### config.mk
export PLATFORM = sky130hd
export DESIGN_NAME = play_judge
export DESIGN_NICKNAME = d
export VERILOG_FILES = /design/src/rtl/play_judge_pkg.sv /design/src/rtl/judge_window.sv /design/src/rtl/play_judge.sv
export SDC_FILE = /design/constraint.sdc
export NUM_CORES = 1
export LEC_CHECK = 0
export ABC_AREA = 1
export CELL_PAD_IN_SITES_DETAIL_PLACEMENT = 0
export CELL_PAD_IN_SITES_GLOBAL_PLACEMENT = 1
export CORE_UTILIZATION = 42
export DETAILED_ROUTE_END_ITERATION = 7
export PLACE_DENSITY = 0.84
export SYNTH_ARGS = -nofsm -noshare
export SYNTH_HDL_FRONTEND = slang
export SYNTH_SLANG_ARGS = --single-unit
### constraint.sdc
create_clock -name clk -period 4.7 [get_ports clk]
set_input_delay 1.175 -clock clk [delete_from_list [all_inputs] [get_ports clk]]
set_output_delay 1.175 -clock clk [all_outputs]
set_load 0.05 [all_outputs]
### src/rtl/play_judge_pkg.sv
// Shared grade/state encodings and default timing and scoring constants for the rhythm judge.
// Pure declarations: no logic, no latency.
// No handshakes.
package play_judge_pkg;

    typedef enum logic [1:0] {
        GRADE_MISS    = 2'd0,
        GRADE_GOOD    = 2'd1,
        GRADE_PERFECT = 2'd2
    } grade_e;

    typedef enum logic [2:0] {
        ST_IDLE  = 3'd0,
        ST_FETCH = 3'd1,
        ST_WAIT  = 3'd2,
        ST_JUDGE = 3'd3,
        ST_DONE  = 3'd4
    } state_e;

    localparam int DEF_LANES       = 7;
    localparam int DEF_TIME_W      = 32;
    localparam int DEF_WIN_PERFECT = 50;
    localparam int DEF_WIN_GOOD    = 150;
    localparam int DEF_PTS_PERFECT = 3;
    localparam int DEF_PTS_GOOD    = 1;
    localparam int DEF_SCORE_W     = 21;
    localparam int DEF_COMBO_W     = 12;
    localparam int DEF_COMBO_SHIFT = 3;

endpackage

### src/rtl/judge_window.sv
// Classifies a hit by time offset and lane into MISS/GOOD/PERFECT, flags early and late offsets.
// Combinational, zero latency.
// No handshakes.
module judge_window
    import play_judge_pkg::*;
#(
    parameter int TIME_W      = DEF_TIME_W,
    parameter int WIN_PERFECT = DEF_WIN_PERFECT,
    parameter int WIN_GOOD    = DEF_WIN_GOOD,
    parameter int LANE_W      = 3
) (
    input  logic signed [TIME_W:0] dt_i,
    input  logic [LANE_W-1:0]      hit_lane_i,
    input  logic [LANE_W-1:0]      goal_lane_i,
    output logic                   early_o,
    output logic                   late_o,
    output grade_e                 grade_o
);

    // One extra bit so the magnitude of the most negative dt cannot overflow.
    localparam int DW = TIME_W + 2;

    logic signed [DW-1:0] dt_x;
    logic signed [DW-1:0] abs_dt;
    logic signed [DW-1:0] win_p;
    logic signed [DW-1:0] win_g;

    always_comb begin
        dt_x    = {dt_i[TIME_W], dt_i};
        abs_dt  = dt_x[DW-1] ? -dt_x : dt_x;
        win_p   = DW'(WIN_PERFECT);
        win_g   = DW'(WIN_GOOD);
        early_o = (dt_x < -win_g);
        late_o  = (dt_x > win_g);
        grade_o = GRADE_MISS;
        if (hit_lane_i == goal_lane_i) begin
            if (abs_dt <= win_p) begin
                grade_o = GRADE_PERFECT;
            end else if (abs_dt <= win_g) begin
                grade_o = GRADE_GOOD;
            end
        end
    end

endmodule

### src/rtl/play_judge.sv
// Rhythm-game judge: fetches one note at a time, grades the player's hit, keeps score/combo stats.
// grade_valid strobes one cycle after the deciding hit or timeout cycle.
// goal_ready is high only while fetching; hits outside the wait window are dropped.
module play_judge
    import play_judge_pkg::*;
#(
    parameter int  LANES       = DEF_LANES,
    parameter int  TIME_W      = DEF_TIME_W,
    parameter int  WIN_PERFECT = DEF_WIN_PERFECT,
    parameter int  WIN_GOOD    = DEF_WIN_GOOD,
    parameter int  PTS_PERFECT = DEF_PTS_PERFECT,
    parameter int  PTS_GOOD    = DEF_PTS_GOOD,
    parameter int  SCORE_W     = DEF_SCORE_W,
    parameter int  COMBO_W     = DEF_COMBO_W,
    parameter int  COMBO_SHIFT = DEF_COMBO_SHIFT,
    localparam int LANE_W      = (LANES > 1) ? $clog2(LANES) : 1
) (
    input  logic               clk,
    input  logic               rst_n,
    input  logic               en,
    input  logic [TIME_W-1:0]  system_clock,
    input  logic               goal_valid,
    output logic               goal_ready,
    input  logic [LANE_W-1:0]  goal_lane,
    input  logic [TIME_W-1:0]  goal_time,
    input  logic               goal_last,
    input  logic               hit,
    input  logic [LANE_W-1:0]  hit_lane,
    output logic [LANES-1:0]   lane_led,
    output logic               grade_valid,
    output logic [1:0]         grade,
    output logic [SCORE_W-1:0] score,
    output logic [COMBO_W-1:0] combo,
    output logic [COMBO_W-1:0] max_combo,
    output logic               done
);

    localparam int SUM_W = ((SCORE_W > COMBO_W) ? SCORE_W : COMBO_W) + 2;
    localparam logic [SCORE_W-1:0] SCORE_MAX = '1;
    localparam logic [COMBO_W-1:0] COMBO_MAX = '1;

    state_e             state_q, state_d;
    logic [LANE_W-1:0]  lane_q, lane_d;
    logic [TIME_W-1:0]  goal_time_q, goal_time_d;
    logic               last_q, last_d;
    grade_e             grade_q, grade_d;
    logic [SCORE_W-1:0] score_q, score_d;
    logic [COMBO_W-1:0] combo_q, combo_d;
    logic [COMBO_W-1:0] max_q, max_d;

    logic signed [TIME_W:0] dt;
    logic                   win_early;
    logic                   win_late;
    grade_e                 win_grade;
    logic [SUM_W-1:0]       pts_w;
    logic [SUM_W-1:0]       sum_w;

    assign dt = $signed({1'b0, system_clock} - {1'b0, goal_time_q});

    judge_window #(
        .TIME_W      (TIME_W),
        .WIN_PERFECT (WIN_PERFECT),
        .WIN_GOOD    (WIN_GOOD),
        .LANE_W      (LANE_W)
    ) u_judge_window (
        .dt_i        (dt),
        .hit_lane_i  (hit_lane),
        .goal_lane_i (lane_q),
        .early_o     (win_early),
        .late_o      (win_late),
        .grade_o     (win_grade)
    );

    always_comb begin
        state_d     = state_q;
        lane_d      = lane_q;
        goal_time_d = goal_time_q;
        last_d      = last_q;
        grade_d     = grade_q;
        score_d     = score_q;
        combo_d     = combo_q;
        max_d       = max_q;
        pts_w       = (grade_q == GRADE_PERFECT) ? SUM_W'(PTS_PERFECT) : SUM_W'(PTS_GOOD);
        sum_w       = SUM_W'(score_q) + pts_w + SUM_W'(combo_q >> COMBO_SHIFT);

        case (state_q)
            ST_IDLE: begin
                state_d = ST_FETCH;
            end
            ST_FETCH: begin
                if (goal_valid) begin
                    lane_d      = goal_lane;
                    goal_time_d = goal_time;
                    last_d      = goal_last;
                    state_d     = ST_WAIT;
                end
            end
            ST_WAIT: begin
                // A hit outranks the timeout; a far-too-early hit is simply ignored.
                if (hit) begin
                    if (!win_early) begin
                        grade_d = win_grade;
                        state_d = ST_JUDGE;
                    end
                end else if (win_late) begin
                    grade_d = GRADE_MISS;
                    state_d = ST_JUDGE;
                end
            end
            ST_JUDGE: begin
                if (grade_q != GRADE_MISS) begin
                    combo_d = (combo_q == COMBO_MAX) ? combo_q : combo_q + COMBO_W'(1);
                    score_d = (sum_w > SUM_W'(SCORE_MAX)) ? SCORE_MAX : sum_w[SCORE_W-1:0];
                end else begin
                    combo_d = '0;
                end
                if (combo_d > max_q) begin
                    max_d = combo_d;
                end
                state_d = last_q ? ST_DONE : ST_FETCH;
            end
            ST_DONE: begin
                state_d = ST_DONE;
            end
            default: begin
                state_d = ST_IDLE;
            end
        endcase

        if (!en) begin
            state_d = ST_IDLE;
            grade_d = GRADE_MISS;
            score_d = '0;
            combo_d = '0;
            max_d   = '0;
        end
    end

    always_ff @(posedge clk or negedge rst_n) begin
        if (!rst_n) begin
            state_q     <= ST_IDLE;
            lane_q      <= '0;
            goal_time_q <= '0;
            last_q      <= 1'b0;
            grade_q     <= GRADE_MISS;
            score_q     <= '0;
            combo_q     <= '0;
            max_q       <= '0;
        end else begin
            state_q     <= state_d;
            lane_q      <= lane_d;
            goal_time_q <= goal_time_d;
            last_q      <= last_d;
            grade_q     <= grade_d;
            score_q     <= score_d;
            combo_q     <= combo_d;
            max_q       <= max_d;
        end
    end

    assign goal_ready  = (state_q == ST_FETCH);
    assign grade_valid = (state_q == ST_JUDGE);
    assign done        = (state_q == ST_DONE);
    assign lane_led    = (state_q == ST_WAIT) ? (LANES'(1) << lane_q) : '0;
    assign grade       = grade_q;
    assign score       = score_q;
    assign combo       = combo_q;
    assign max_combo   = max_q;

endmodule

==> reports/metrics.csv, run 1 <==
metric;value;unit
dieArea;23300;um2
synthTopCellsByCount;nand2_1, inv_1, nor2_1;
nFillCells;2311;
internal-power;2.63;mW
worstSkewPairLatency;0.35;ns
r2r_cells;16;
grtUsageTotal;25.0;%
finalCritPeriodShare;90.0;%
arrival;4.48;ns
status;finished clean;
hold_viol;0;
fin_skew;0.0131;ns
synth_edf_count;0;
swShare;56.3;%
routedWlPerCell;14.2;um
core;22000;um2
dp_hpwl;23700;um
port_buffers;132;
avgSynthCellArea;6.01;um2
cts_tree;done;
pin_count;133;
synth_fp_nets;1730;
setup-violations-final;0;
fp.dieW;153;um
async_flop_share;100;%
ys.flop_type;dfrtp_1;
drive_gt1_share;8.58;%
finalNetCount;1863;
relSlewSlack;44.4;%
drc;0;
powerDensity;524;nW/um2
fin_crit;4.23;ns
ys_warn_count;0;
clock_power_share;11.7;%
cts_root_buf;clkbuf_16;
hold_path_class;reg2reg;
vias;10100;
num_rows;54;
crit_required;4.95;ns
r2r_end;max_combo[0];
min_to;goal_time_q[14];
rrSetupSlack;0.66;ns
finalMaxSlewViolations;0;
p_switching;3.38;mW
num_antenna_cells;0;
syn_to_final_growth;20.3;%
p_leak;6.07;nW
max-cap-violations;0;
holdPathStages;2;
syn_inst;1587;
grt_pass1_vias;9400;
power_frac_seq;15.6;%
cp-start-kind;input port;
grt_pass1_wl;47100;um
register_area;2150;um2
dp.cells;1989;
vias_per_cell;5.02;
grt_start_max_net_pins;62;
overflow;0;
drtIter0Drc;553;
post_cts_buffers;0;
netlist.area_leader.share;22.6;%
synth_cell_types;55;
postLayoutCoreUtil;52.1;%
critical_path.reg2reg.startpoint;combo[2];
drtPass1Iterations;5;
clock_sinks;86;
clkTransAtPathRegs;0.07;ns
cts.repair.resized;0;
antenna_found_initial;0;
start_util;43.3;%
min_from;goal_time_q[14];
comb_power_share;72.7;%
worst_pin_slew;0.833;ns
seq_area_frac_synth;22.6;%
synthTopCellsByArea;dfrtp_1, nand2_1, inv_1;
end_kind;flop;
clk_path_buf_depth;2;
instances_no_fill;2005;
rsz0062_at_grt;no;
synth_top_area_cell;dfrtp_1;
fmax;237;MHz
cts_max_level;3;
drt_wl_total;28500;um
vdd_drop_max;0.184;mV
numCtsBuffers;9;
synth_seq_cells;86;
postRouteAntennaNets;0;
synth_most_common_cell;nand2_1;
dieHeight;153;um
hold_buffers;0;
multi_input_area;6220;um2
critPathMaxFanout;5;
critPathKind;in2reg;
place_congestion;0.892;
tns;0;ns
syn-cell-area;9530;um2
-- metrics by stage --
stage	setup slack, ns	power (mW)	instance area (um2)	hold WS (ns)
2_1_floorplan	0.901	4.25	9530	0.484
3_3_place_gp	0.186	5.25	11200	0.494
3_5_place_dp	0.119	5.28	11200	0.506
4_1_cts	0.491	6.00	11500	0.520
5_1_grt	0.0576	6.65	11500	0.522
6_report	0.472	6.01	11500	0.517
-- power groups by stage --
stage | Combinational [mW] | Sequential (mW) | Clock (mW)
3_5_place_dp | 4.33 | 0.953 | 0
5_1_grt | 4.95 | 0.956 | 0.749
3_3_place_gp | 4.30 | 0.948 | 0
6_report | 4.36 | 0.938 | 0.705
4_1_cts | 4.34 | 0.938 | 0.722
2_1_floorplan | 3.31 | 0.941 | 0
-- layer usage --
layer,share of wire [%],vias to the layer above,global-route usage (%)
li1,-,5294,-
met1,48,4514,33.8
met2,46,224,41.9
met3,4.7,31,3.90
met4,1.4,0,5.68
met5,0,-,0
-- critical path, stage by stage --
cell and delay [ns]:
clkdlybuf4s50_1 0.45, inv_1 0.04, ha_1 0.21, fa_1 0.56, ha_1 0.18, a21boi_1 0.29, nand3_2 0.13, nor2_2 0.13
nand2_1 0.11, nor2_2 0.12, nand3_2 0.10, nor2_2 0.16, nand3_2 0.10, nand2_2 0.13, nand2_1 0.06, nand2_1 0.05
nand2_1 0.06, inv_1 0.05, nand3_1 0.07, nor2_2 0.11, nand3_1 0.08, nand2_1 0.07, nand2_1 0.05
-- state kept, by name, indices dropped and copies added, names as in the netlist --
register	count
combo	12
goal_time_q	32
grade	2
lane_q	3
last_q	1
max_combo	12
score	21
state_q	3
-- cells in the final DEF (no fill, tap or decap), types with 4 or more instances in the layout --
| cell | instances |
|---|---|
| inv_2 | 16 |
| nor2_2 | 19 |
| nor3_1 | 19 |
| buf_4 | 13 |
| o21ai_0 | 47 |
| o22ai_1 | 15 |
| nor2_4 | 6 |
| nor2_1 | 158 |
| clkdlybuf4s50_1 | 131 |
| nor4_1 | 6 |
| clkbuf_16 | 9 |
| nand2_4 | 4 |
| inv_1 | 260 |
| a21oi_1 | 88 |
| nand4_1 | 31 |
| nand3_1 | 135 |
| nand3_2 | 16 |
| xor2_1 | 6 |
| ha_1 | 64 |
| o211ai_1 | 4 |
| nand2_1 | 489 |
| dfrtp_1 | 86 |
| and2_1 | 7 |
| nand2_2 | 39 |
| or2_2 | 6 |
-- how the worst max path moves through the flow --
stage	start	to	slack, ns	depth (start not counted)
2_1_floorplan	system_clock[0]	grade[0]	0.90	22
3_3_place_gp	system_clock[0]	grade[0]	0.19	22
3_5_place_dp	system_clock[0]	grade[0]	0.12	23
4_1_cts	system_clock[0]	grade[0]	0.49	23
5_1_grt	system_clock[0]	grade[0]	0.06	23
6_report	system_clock[0]	grade[0]	0.47	23
-- kinds of logic after synthesis --
| logic type | synth area share, % |
|---|---|
| compound gates | 10.6 |
| xor+xnor | 0.735 |
| fa+ha+maj | 9.03 |
| buf+inv | 12.2 |
| flops | 22.6 |
| mux | 0.354 |
| simple gates | 44.5 |
-- area by class of cell --
class,count,area share [%]
Clock buffer,11,2.12
Clock inverter,5,0.349
Inverter,279,9.17
Multi-Input combinational cell,1200,54.3
Sequential cell,86,18.8
Tap cell,280,3.06
Timing Repair Buffer,144,12.3
No activity file was read; power rests on OpenSTA's default activity.
==> run 2, diff against run 1 <==
--- a/config.mk
+++ b/config.mk
@@ -8,8 +8,11 @@
 export ABC_AREA = 1
 export CELL_PAD_IN_SITES_DETAIL_PLACEMENT = 0
 export CELL_PAD_IN_SITES_GLOBAL_PLACEMENT = 1
+export CORE_ASPECT_RATIO = 0.7
+export CORE_MARGIN = 5
 export CORE_UTILIZATION = 42
 export DETAILED_ROUTE_END_ITERATION = 7
+export GPL_ROUTABILITY_DRIVEN = 1
 export PLACE_DENSITY = 0.84
 export SYNTH_ARGS = -nofsm -noshare
 export SYNTH_HDL_FRONTEND = slang
==> run 2 against run 1 <==
Net effect: critical path depth increased by 3; power grew 4.8%; final cell count is 1.8% higher; clock skew fell by 0.0042 ns; register-to-register slack lost 0.04 ns; setup slack worse by 0.031 ns; non-clock buffer count rose by 6; global-route usage fell by 1.0 points; flip-flop and latch count did not move; first-iteration DRC count up 63%; die area increased by 11%; cell area rose by 0.91%.
==> reports/metrics.csv, run 2 (synthesis gave the netlist of run 1 again) <==
metric;value;unit;change
status;finished clean;;
worstSkewPairLatency;0.36;ns;about the same
cts.repair.resized;0;;unchanged
critPathLaunch;system_clock[0];;
hold_buffers;0;;unchanged
register_area;2150;um2;unchanged
relSlewSlack;39.5;%;-4.9 points
clk_path_buf_depth;2;;unchanged
finish.instance_area;11600;um2;+0.91%
postRouteAntennaNets;0;;unchanged
numCtsBuffers;9;;unchanged
min_from;goal_time_q[18];;
rsz0062_at_grt;no;;
r2r_cells;18;;+2
crit_required;4.95;ns;about the same
grt_pass1_wl;49500;um;+5.1%
final_cell_mix;nand2_1, inv_1, nor2_1, nand3_1, clkdlybuf4s50_1;;
dieHeight;136;um;-11%
start_util;42.3;%;-0.92 points
regMostFlops;goal_time_q;;
cts_tree;done;;
hold_viol;0;;unchanged
nFillCells;2337;;+1.1%
clkTransAtPathRegs;0.07;ns;about the same
largest_reg_flops;32;;unchanged
drc;0;;unchanged
finalCritPeriodShare;90.6;%;+0.65 points
finalNetCount;1869;;+0.32%
fin_crit;4.26;ns;+0.0306 ns
p_switching;3.59;mW;+6.3%
cts_max_level;3;;unchanged
r2r_end;max_combo[0];;
antenna_found_initial;0;;unchanged
critical_path.reg2reg.startpoint;combo[0];;
tns;0;ns;unchanged
min_to;goal_time_q[18];;
fmax;235;MHz;-0.72%
comb_power_share;73.1;%;+0.4 points
pin_count;133;;unchanged
critPathMaxFanout;5;;unchanged
routedWlPerCell;15.1;um;+6.4%
drive_gt1_share;8.79;%;+0.21 points
grtUsageTotal;24.0;%;-1.0 points
vias;10200;;+1.6%
dp_hpwl;25600;um;+8.0%
drtPass1Iterations;5;;unchanged
power_frac_seq;14.9;%;-0.7 points
internal-power;2.70;mW;+2.8%
drt-met1-wl;17000;um;+24%
num_antenna_cells;0;;unchanged
grt_start_max_net_pins;60;;-3.2%
holdPathStages;2;;unchanged
route.met3.wl;2530;um;+87%
rrSetupSlack;0.62;ns;-0.04 ns
cts_root_buf;clkbuf_16;;
top_layer_used;met4;;
place_area;11300;um2;+0.87%
num_rows;46;;-15%
hold_path_class;reg2reg;;
finalMaxSlewViolations;0;;unchanged
arrival;4.51;ns;+0.03 ns
overflow;0;;unchanged
worst_pin_slew;0.904;ns;+0.0705 ns
max-cap-violations;0;;unchanged
place_congestion;0.927;;+3.9%
vias_per_cell;5.01;;-0.22%
drtIter0Drc;902;;+63%
clock_power_share;12.0;%;+0.3 points
vdd_drop_max;0.238;mV;+29%
fp.dieW;190;um;+25%
post_cts_buffers;0;;unchanged
dieArea;25900;um2;+11%
swShare;57.1;%;+0.82 points
p_leak;6.10;nW;+0.50%
syn_to_final_growth;21.4;%;
powerDensity;544;nW/um2;+3.8%
layout_commonest_cell;nand2_1;;
end_kind;flop;;
multi_input_area;6220;um2;unchanged
grt_pass1_vias;9394;;-0.064%
critPathKind;in2reg;;
wl_met2;11200;um;-14%
setup-violations-final;0;;unchanged
port_buffers;132;;unchanged
cp-start-kind;input port;;
core;22500;um2;+2.2%
clock_sinks;86;;unchanged
fin_skew;0.00891;ns;-0.00420 ns
drt_wl_total;30900;um;+8.3%
-- run 2: critical path, cell delays in order --
cell and delay, ns:
clkdlybuf4s50_1 0.46, inv_1 0.05, ha_1 0.22, fa_1 0.39, inv_1 0.14, nand2_2 0.11
nand2_2 0.11, nand3_2 0.10, nand2_2 0.11, nand2_1 0.09, nand2_1 0.12, nand2_1 0.08
nand2_2 0.11, nand2_1 0.06, nor2_1 0.19, nand3_1 0.14, nand2_1 0.12, nand2_1 0.06
nand2_1 0.05, nand2_1 0.05, nor2_1 0.13, nand3_1 0.11, nor2_2 0.14, nand3_1 0.07
nand2_1 0.07, nand2_1 0.05
-- run 2: power groups by stage --
stage | clock network (mW) | logic (mW) | registers, mW
2_1_floorplan | 0 | 3.31 | 0.941
3_3_place_gp | 0 | 4.47 | 0.949
3_5_place_dp | 0 | 4.49 | 0.953
4_1_cts | 0.774 | 4.51 | 0.939
5_1_grt | 0.800 | 5.16 | 0.953
6_report | 0.756 | 4.60 | 0.939
-- run 2: cell type report --
cell class	instances	share of cell area, %
tap	312	3.37
multi-input combinational	1200	53.8
timing repair buffer	150	12.7
clock inverter	3	0.400
clock buffer	11	2.10
sequential	86	18.6
inverter	279	9.08
-- run 2: stage by stage --
stage	instances	power, mW	worst slack, ns	util [%]	hold WS, ns
after floorplan	1587	4.25	0.901	-	0.484
after global placement	2027	5.42	0.115	50.1	0.493
after detailed placement	2027	5.44	0.0797	50.1	0.505
after CTS	2041	6.22	0.452	51.4	0.519
after global routing	2041	6.92	0.0566	51.4	0.536
final	2041	6.29	0.441	51.4	0.514
-- run 2: worst max path at each step --
stage	end	slack [ns]
2_1_floorplan	grade[0]	0.90
3_3_place_gp	grade[0]	0.11
3_5_place_dp	grade[0]	0.08
4_1_cts	grade[0]	0.45
5_1_grt	grade[0]	0.06
6_report	grade[0]	0.44
-- run 2: layer usage --
layer	vias to the layer above	global-route usage (%)
li1	5317	-
met1	4550	39.7
met2	341	31.3
met3	13	5.42
met4	0	3.82
met5	-	0
==> run 3, diff against run 2 <==
--- a/config.mk
+++ b/config.mk
@@ -16,4 +16,5 @@
 export PLACE_DENSITY = 0.84
 export SYNTH_ARGS = -nofsm -noshare
 export SYNTH_HDL_FRONTEND = slang
+export SYNTH_HIERARCHICAL = 1
 export SYNTH_SLANG_ARGS = --single-unit
==> run 3 against run 2 <==
Net effect: power is 23% higher; flip-flop and latch count stayed put; wire length is 2.4% higher; die area is 5.1% lower; combinational power is 30% higher; sequential share of layout area is 1.8 points lower; critical path depth is 3 higher; cell area is 11% higher; worst hold slack hardly changed; synthesized area is 5.4% lower; setup slack worse by 0.26 ns; critical path type unchanged; largest power group unchanged; highest routed layer unchanged.
==> reports/metrics.csv, run 3 <==
metric;value;unit;change
status;finished clean;;
finalMaxSlewViolations;0;;unchanged
antenna_found_initial;0;;unchanged
postRouteAntennaNets;0;;unchanged
setup-violations-final;0;;unchanged
largest_reg_flops;32;;unchanged
max-cap-violations;0;;unchanged
drtIter0Drc;820;;-9.1%
syn_to_final_growth;42.1;%;
clock_sinks;86;;unchanged
cts_root_buf;clkbuf_16;;
num_rows;44;;-4.3%
crit_required;4.97;ns;+0.02 ns
dp.cells;2082;;+2.7%
fin_crit;4.52;ns;+0.262 ns
holdPathStages;2;;unchanged
cts_tree;done;;
fin_skew;0.0102;ns;+0.00131 ns
fp.dieW;185;um;-2.6%
synth_cell_types;44;;-20%
drc;0;;unchanged
cp-start-kind;input port;;
p_leak;6.89;nW;+13%
swShare;48.2;%;-8.9 points
syn-cell-area;9010;um2;-5.4%
synthTopCellsByCount;nand2_1, inv_1, nor2_1;;
grt_pass1_wl;49800;um;+0.53%
r2r_cells;25;;+7
nFillCells;2071;;-11%
power_frac_seq;12.2;%;-2.7 points
worstSkewPairLatency;0.35;ns;about the same
powerDensity;603;nW/um2;+11%
cp_slowest_cell;clkdlybuf4s50_1;;
grt_start_max_net_pins;63;;+5.0%
vdd_drop_max;0.272;mV;+15%
end_kind;flop;;
overflow;0;;unchanged
instances_no_fill;2103;;+3.0%
synth_edf_count;0;;unchanged
syn_inst;1500;;-5.5%
avgSynthCellArea;6.01;um2;about the same
regMostFlops;goal_time_q;;
pin_count;133;;unchanged
start_util;43.1;%;+0.72 points
dp_hpwl;25900;um;+0.97%
clkTransAtPathRegs;0.07;ns;about the same
postLayoutCoreUtil;61.2;%;+9.8 points
hold_buffers;0;;unchanged
drive_gt1_share;18.8;%;+10 points
slowest_delay;0.46;ns;about the same
core;20900;um2;-7.0%
ys_warn_count;6;;+6
vias_per_cell;4.97;;-0.82%
drt_wl_total;31600;um;+2.4%
vias;10400;;+2.2%
netlist.area_leader.share;23.9;%;+1.3 points
hold_path_class;reg2reg;;
clock_power_share;10.2;%;-1.8 points
port_buffers;132;;unchanged
fmax;221;MHz;-5.8%
p_switching;3.72;mW;+3.6%
synthTopCellsByArea;dfrtp_1, nand2_1, inv_1;;
critPathKind;in2reg;;
critPathMaxFanout;4;;-1
grtUsageTotal;25.0;%;+0.94 points
finalNetCount;1964;;+5.1%
hold_viol;0;;unchanged
routedWlPerCell;15.0;um;-0.66%
drtPass1Iterations;6;;+1
synth_most_common_cell;nand2_1;;
final_cell_mix;nand2_1, inv_1, buf_4, nor2_1, clkdlybuf4s50_1;;
internal-power;4.00;mW;+48%
num_antenna_cells;0;;unchanged
relSlewSlack;43.8;%;+4.3 points
rsz0062_at_grt;yes;;
crit_top_cell;nand2_1;;
synth_fp_nets;1642;;-5.1%
arrival;4.80;ns;+0.29 ns
async_flop_share;100;%;unchanged
finalCritPeriodShare;96.2;%;+5.6 points
seq_area_frac_synth;23.9;%;+1.3 points
grt_pass1_vias;9452;;+0.62%
dieArea;24500;um2;-5.1%
cts_max_level;3;;unchanged
clk_path_buf_depth;2;;unchanged
power.total;7.72;mW;+23%
comb_power_share;77.6;%;+4.5 points
dieHeight;133;um;-2.6%
worst_pin_slew;0.843;ns;-0.0612 ns
ys.flop_type;dfrtp_1;;
place_congestion;0.953;;+2.8%
numCtsBuffers;9;;unchanged
layout_commonest_cell;nand2_1;;
synth_seq_cells;86;;unchanged
synth_top_area_cell;dfrtp_1;;
run 3: changes by cell type after synthesis, moves of 8 or more:
cell / previous run / this run
nand2_2: 38 / 6
nand3_2: 16 / 8
inv_1: 260 / 248
inv_2: 16 / 3
nor2_1: 158 / 147
nor3_1: 19 / 27
nand3_1: 135 / 126
xor2_1: 6 / 20
o22ai_1: 15 / 3
run 3: worst max-delay path, delay by kind of cell:
family	cells	cell delay (ns)
AOI/OAI and AO/OA	1	0.13
buffers and inverters	8	1.18
adders and majority gates	1	0.33
and+or+nand+nor	19	1.98
run 3: logic make-up (layout without fill, tap and decap cells):
| group | count (synthesis) | count (layout) | synth area share (%) |
|---|---|---|---|
| flip-flops | 86 | 86 | 23.9 |
| AO/OA/AOI/OAI | 162 | 162 | 9.57 |
| adder cells (fa/ha/maj) | 66 | 66 | 9.41 |
| XOR/XNOR | 29 | 29 | 2.82 |
| AND/OR/NAND/NOR | 881 | 881 | 42.1 |
| buffers and inverters | 274 | 601 | 12.0 |
| multiplexers | 2 | 2 | 0.250 |
run 3: what timing repair did:
item                       in CTS  in global routing
setup endpoints to repair       3                  3
resized for setup               4                 90
hold endpoints to repair        0                  0
pin swaps                       0                 25
setup buffers                   0                  5
cloned                          0                  0
run 3: power by group through the flow:
stage          logic (mW)  registers [mW]  clock network (mW)
6_report             5.98           0.944               0.788
5_1_grt              6.59           0.962               0.838
4_1_cts              5.54           0.944               0.808
3_5_place_dp         5.48           0.958                   0
3_3_place_gp         5.50           0.954                   0
2_1_floorplan        2.91           0.943                   0
run 3: worst paths after layout:
| kind | startpoint | end | slack (ns) |
|---|---|---|---|
| worst min register to register | goal_time_q[27] | goal_time_q[27] | 0.51 |
| worst max-delay path | system_clock[9] | grade[0] | 0.18 |
| min in group asynchronous | rst_n | goal_time_q[1] | 0.92 |
| worst max register to register | goal_time_q[15] | grade[0] | 1.09 |
| max in group asynchronous | rst_n | goal_time_q[24] | 2.89 |
| worst min-delay path | goal_time_q[27] | goal_time_q[27] | 0.51 |
run 3: area by class of cell:
type,instances,area (um2),area share (%)
Clock buffer,9,225,1.76
Multi-Input combinational cell,1140,6190,48.4
Clock inverter,7,96.3,0.753
Inverter,251,942,7.36
Tap cell,276,345,2.70
Sequential cell,86,2150,16.8
Timing Repair Buffer,334,2850,22.3
run 3: per-stage QoR:
stage                     hold WS (ns)  cell area, um2  setup TNS [ns]  setup slack (ns)
after floorplan                  0.484            9010               0             0.375
after global placement           0.496           12000           -1.24            -0.443
after detailed placement         0.501           12000           -1.37            -0.471
after CTS                        0.517           12400               0            0.0314
after global routing             0.546           12800          -0.176           -0.0709
final                            0.515           12800               0             0.179
run 3: metal layers:
layer  vias to the layer above  part of all wire (%)  wire (um)  global-route usage, %
met5                         -                     0          0                      0
met2                       331                    38      12100                   32.6
li1                       5396                     -          -                      -
met1                      4701                    54      17000                   42.2
met3                        17                   7.3       2320                   4.55
met4                         0                  0.73        231                   3.59
==> RTL change 1, RTL diff (flow settings as in run 2) <==
Change the package constant `DEF_LANES` from 7 to 9.
--- a/src/rtl/play_judge_pkg.sv
+++ b/src/rtl/play_judge_pkg.sv
@@ -17,7 +17,7 @@
         ST_DONE  = 3'd4
     } state_e;
 
-    localparam int DEF_LANES       = 7;
+    localparam int DEF_LANES       = 9;
     localparam int DEF_TIME_W      = 32;
     localparam int DEF_WIN_PERFECT = 50;
     localparam int DEF_WIN_GOOD    = 150;
Interface: changed (resized goal_lane, hit_lane and lane_led); port bits go from 133 to 137. No check against the original RTL was run, so the function may have changed too.
==> RTL change 1 against run 2 <==
Wire length decreased by 3.3%. Via count decreased by 1.7%. Sequential cell count increased by 1. Setup slack improved by 0.12 ns. Sequential power increased by 2%. Power decreased by 2.1%. Core utilization increased by 1.1 points. Critical path depth decreased by 3. Area after synthesis decreased by 1.2%. Design area decreased by 0.76%. Critical path type unchanged.
==> RTL change 1: results (changes against run 2) <==
outcome: "complete, no violations"  # unchanged
synth_compound_area_share_pct: 10.3  # was 10.6%
synthMuxAreaShare_pct: 0.359  # was 0.354%
gp_congestion: 0.923  # was 0.927
grt_max_degree: 61  # was 60
fillers: 2252  # was 2337
p_leak_nw: 6.11  # was 6.10 nW
dp_hpwl_microns: 25000  # was 25600 microns
drt-initial-drc-count: 785  # was 902
r2r_slack_ns: 0.83  # was 0.62 ns
slowest_delay_ns: 0.59  # was 0.46 ns
routed_wl_microns: 29900  # was 30900 microns
slowest_stage: "fa_1"  # was clkdlybuf4s50_1
nets: 1846  # was 1869
viasPerCell: 5.05  # was 5.01
drive_above_1_share_pct: 8.32  # was 8.79%
hold_ws_ns: 0.516  # was 0.514 ns
seqCellArea_sq_um: 2180  # was 2150 sq um
hold_path_class: "reg2reg"  # unchanged
grt_use_total_pct: 23.5  # was 24.0%
worstHoldStart: "goal_time_q[23]$_DFFE_PN0P_"  # was goal_time_q[18]$_DFFE_PN0P_
synthAdderAreaFrac_pct: 9.14  # was 9.03%
final_cell_count_no_fill: 1988  # was 2041
ys_types: 50  # was 55
tightestPinTransition_ns: 0.992  # was 0.904 ns
dpl-instance-area_sq_um: 11200  # was 11300 sq um
wl_met2_microns: 10600  # was 11200 microns
holdPathEnd: "goal_time_q[23]$_DFFE_PN0P_"  # was goal_time_q[18]$_DFFE_PN0P_
worstPathArrival_ns: 4.39  # was 4.51 ns
syn_nets: 1705  # was 1730
syn_inst: 1560  # was 1587
fin_skew_ns: 0.0139  # was 0.00891 ns
synth_xor_xnor_area_share_pct: 1.30  # was 0.735%
seq_area_frac_synth_pct: 23.1  # was 22.6%
power.switching_mw: 3.42  # was 3.59 mW
synth_common_cells: "477 x nand2_1, 249 x inv_1, 166 x nor2_1, 125 x nand3_1, 87 x dfrtp_1"  # was 490 x nand2_1, 260 x inv_1, 158 x nor2_1, 135 x nand3_1, 88 x a21oi_1
dp_slack_ns: 0.227  # was 0.0797 ns
powerSeq_mw: 0.957  # was 0.939 mW
wl_met1_microns: 17100  # was 17000 microns
wl_met3_microns: 1920  # was 2530 microns
synth_area_leaders: "dfrtp_1 23%, nand2_1 19%, inv_1 9.9%, ha_1 8.5%, nand3_1 6.6%"  # was dfrtp_1 23%, nand2_1 19%, inv_1 10%, ha_1 8.4%, nand3_1 7.1%
grt_pass1_wl_microns: 48600  # was 49500 microns
grtUsageMet1_pct: 40.2  # was 39.7%
-- RTL change 1: worst max path at each step --
stage | from | end | slack [ns] | cells past startpoint
after floorplan | system_clock[0] | grade[1]$_DFFE_PN0P_ | 0.95 | 22
after global placement | system_clock[0] | grade[1]$_DFFE_PN0P_ | 0.29 | 23
after detailed placement | system_clock[0] | grade[0]$_DFFE_PN0P_ | 0.23 | 23
after CTS | system_clock[0] | grade[1]$_DFFE_PN0P_ | 0.59 | 23
after global routing | system_clock[0] | grade[0]$_DFFE_PN0P_ | 0.18 | 23
final | system_clock[0] | grade[1]$_DFFE_PN0P_ | 0.56 | 23
-- RTL change 1: worst min-delay path, cell delays in order, from the launching register on --
cell and delay [ns]:
dfrtp_1 0.32, inv_1 0.05, a21oi_1 0.11
-- RTL change 1: final cells by class --
class,instances,area share [%]
clock buffers,12,2.15
clock inverters,4,0.665
well taps,282,3.07
inverters,274,9.00
repair buffers,155,13.2
multi-input cells,1174,53.0
flip-flops and latches,87,19.0
==> RTL change 2, RTL diff (config.mk and constraints of run 2) <==
Without the edit above. Reset style: synchronous (`rst_n`), changed in one clocked block.
--- a/src/rtl/play_judge.sv
+++ b/src/rtl/play_judge.sv
@@ -136,7 +136,7 @@
         end
     end
 
-    always_ff @(posedge clk or negedge rst_n) begin
+    always_ff @(posedge clk) begin
         if (!rst_n) begin
             state_q     <= ST_IDLE;
             lane_q      <= '0;
Check against the original RTL: differs if rst_n is asserted again (counterexample within 4 cycles, from zero or initial values and one cycle with rst_n low); with rst_n held inactive, the same outputs for 4 cycles.
==> RTL change 2 against run 2 <==
Setup slack got worse by 0.084 ns. Wire length decreased by 14%. Register-to-register slack improved by 0.18 ns. Area after synthesis decreased by 10%. Sequential cell count unchanged. Fmax decreased by 1.9%. Count of clock-buffer cells in the layout decreased by 2. Core utilization increased by 1.4 points. Design area decreased by 9.2%. Final cell count decreased by 8.7%. Largest cell class unchanged.
Power is not compared: it rests on default switching activity, and its combinational part moved more than twofold at a synthesized area within 25%.
==> RTL change 2: results (changes against run 2) <==
peakVddDrop_mv: 0.144
grt_max_degree: 64  # was 60
nets: 1731  # was 1869
gp_congestion: 0.924  # was 0.927
synth_common_cells: "401 x nand2_1, 245 x inv_1, 117 x nand3_1, 112 x nor2_1, 111 x a21oi_1"  # was 490 x nand2_1, 260 x inv_1, 158 x nor2_1, 135 x nand3_1, 88 x a21oi_1
grt_pass1_vias: 8254  # was 9394
drive_above_1_share_pct: 7.15  # was 8.79%
path_max_fanout: 27  # was 5
clk_latency_ns: 0.35
syn_inst: 1458  # was 1587
cts_max_level: 3  # unchanged
ys_types: 47  # was 55
io_buffers: 132  # unchanged
clkSlewWorstSetupHoldPaths_ns: 0.08
syn_nets: 1599  # was 1730
grt_pass1_wl_microns: 43000  # was 49500 microns
yosys_most_used_dff: "dfxtp_1"  # was dfrtp_1
dpl-instance-area_sq_um: 10200  # was 11300 sq um
seq_area_frac_synth_pct: 20.1  # was 22.6%
wl_per_cell_microns: 14.3  # was 15.1 microns
antenna_found_initial: 0  # unchanged
fin_skew_ns: 0.0102  # was 0.00891 ns
hold_path_class: "reg2reg"  # unchanged
viasPerCell: 5.01  # about the same
final_cell_count_no_fill: 1864  # was 2041
drt-initial-drc-count: 649  # was 902
p_leak_nw: 4.96
dp_slack_ns: 0.0579  # was 0.0797 ns
grt_use_total_pct: 22.4  # was 24.0%
worstPathArrival_ns: 4.61  # was 4.51 ns
clk_path_buf_depth: 2  # unchanged
power_switching_share_pct: 39.2
dp_hpwl_microns: 21900  # was 25600 microns
synth_area_leaders: "dfxtp_1 20%, nand2_1 18%, inv_1 11%, ha_1 9.1%, nand3_1 6.8%"  # was dfrtp_1 23%, nand2_1 19%, inv_1 10%, ha_1 8.4%, nand3_1 7.1%
cts_resized: 0  # unchanged
synthArstFlopShare_pct: 0  # was 100%
outcome: "complete, no violations"  # unchanged
tightestPinTransition_ns: 1.07  # was 0.904 ns
place_inst: 1849  # was 2027
largest_reg_flops: 32  # unchanged
==> RTL change 2: changes by cell type after synthesis, sizes merged, moves of 21 or more <==
| cell | before | now |
|---|---|---|
| nor2 | 184 | 131 |
| o21ai | 50 | 97 |
| dfxtp | 0 | 86 |
| nand3 | 151 | 122 |
| nand2 | 533 | 427 |
| dfrtp | 86 | 0 |
| a21oi | 91 | 112 |
==> RTL change 2: final cells by class <==
cell class              count  area [sq um]
clock buffers               9           225
clock inverters             6          70.1
fillers                  2088          9400
inverters                 263           987
multi-input cells        1080          5710
flip-flops and latches     86          1720
well taps                 270           338
repair buffers            150          1460
==> RTL change 2: path summary, 6_finish.rpt <==
kind	endpoint	start	cells past startpoint	slack (ns)
setup / recovery	grade[0]$_SDFFE_PN0P_	system_clock[0]	26	0.36
hold reg to reg	goal_time_q[4]$_SDFFE_PN0P_	goal_time_q[4]$_SDFFE_PN0P_	2	0.46
setup reg to reg	score[0]$_SDFFE_PN0P_	grade[0]$_SDFFE_PN0P_	16	0.80
hold / removal	goal_time_q[4]$_SDFFE_PN0P_	goal_time_q[4]$_SDFFE_PN0P_	2	0.46
==> RTL change 2: power by group through the flow <==
stage                     clock network, mW  registers, mW  logic, mW
final                                 0.755          0.752      0.913
after global routing                  0.801          0.754       1.03
after detailed placement                  0          0.769      0.893
after CTS                             0.774          0.752      0.897
after floorplan                           0          0.769      0.632
after global placement                    0          0.768      0.890
==> RTL change 2: per-layer routing <==
| layer | up-vias | global-route usage (%) | wire [microns] |
|---|---|---|---|
| li1 | 4961 | - | - |
| met1 | 4077 | 37.5 | 15100 |
| met2 | 282 | 30.1 | 9610 |
| met3 | 10 | 3.54 | 1780 |
| met4 | 0 | 2.62 | 116 |
| met5 | - | 0 | 0 |
==> RTL change 2: critical path, stage by stage <==
cell and delay (ns):
clkdlybuf4s50_1 0.45, inv_1 0.04, ha_1 0.21, fa_1 0.44, inv_2 0.10, nand2_1 0.08, nand2_1 0.10, nand3_1 0.10
nand2_1 0.12, nand2_1 0.09, nand2_2 0.08, nand2_1 0.10, nand2_1 0.12, inv_2 0.19, buf_4 0.23, o21ai_2 0.06
nand3_1 0.09, nand2_1 0.07, nand2_1 0.05, nor2_1 0.17, nand3_1 0.09, nor2_1 0.10, nand2_1 0.05, nor2_1 0.08
nand3_1 0.09, a21oi_1 0.13
==> RTL change 2: cells by family after synthesis <==
| kind of cell | synth area share, % |
|---|---|
| buffers and inverters | 13.2 |
| DFF | 20.1 |
| AOI/OAI and AO/OA | 15.8 |
| xor gates and xnor gates | 2.76 |
| adders and majority gates | 9.77 |
| and+or+nand+nor | 38.3 |
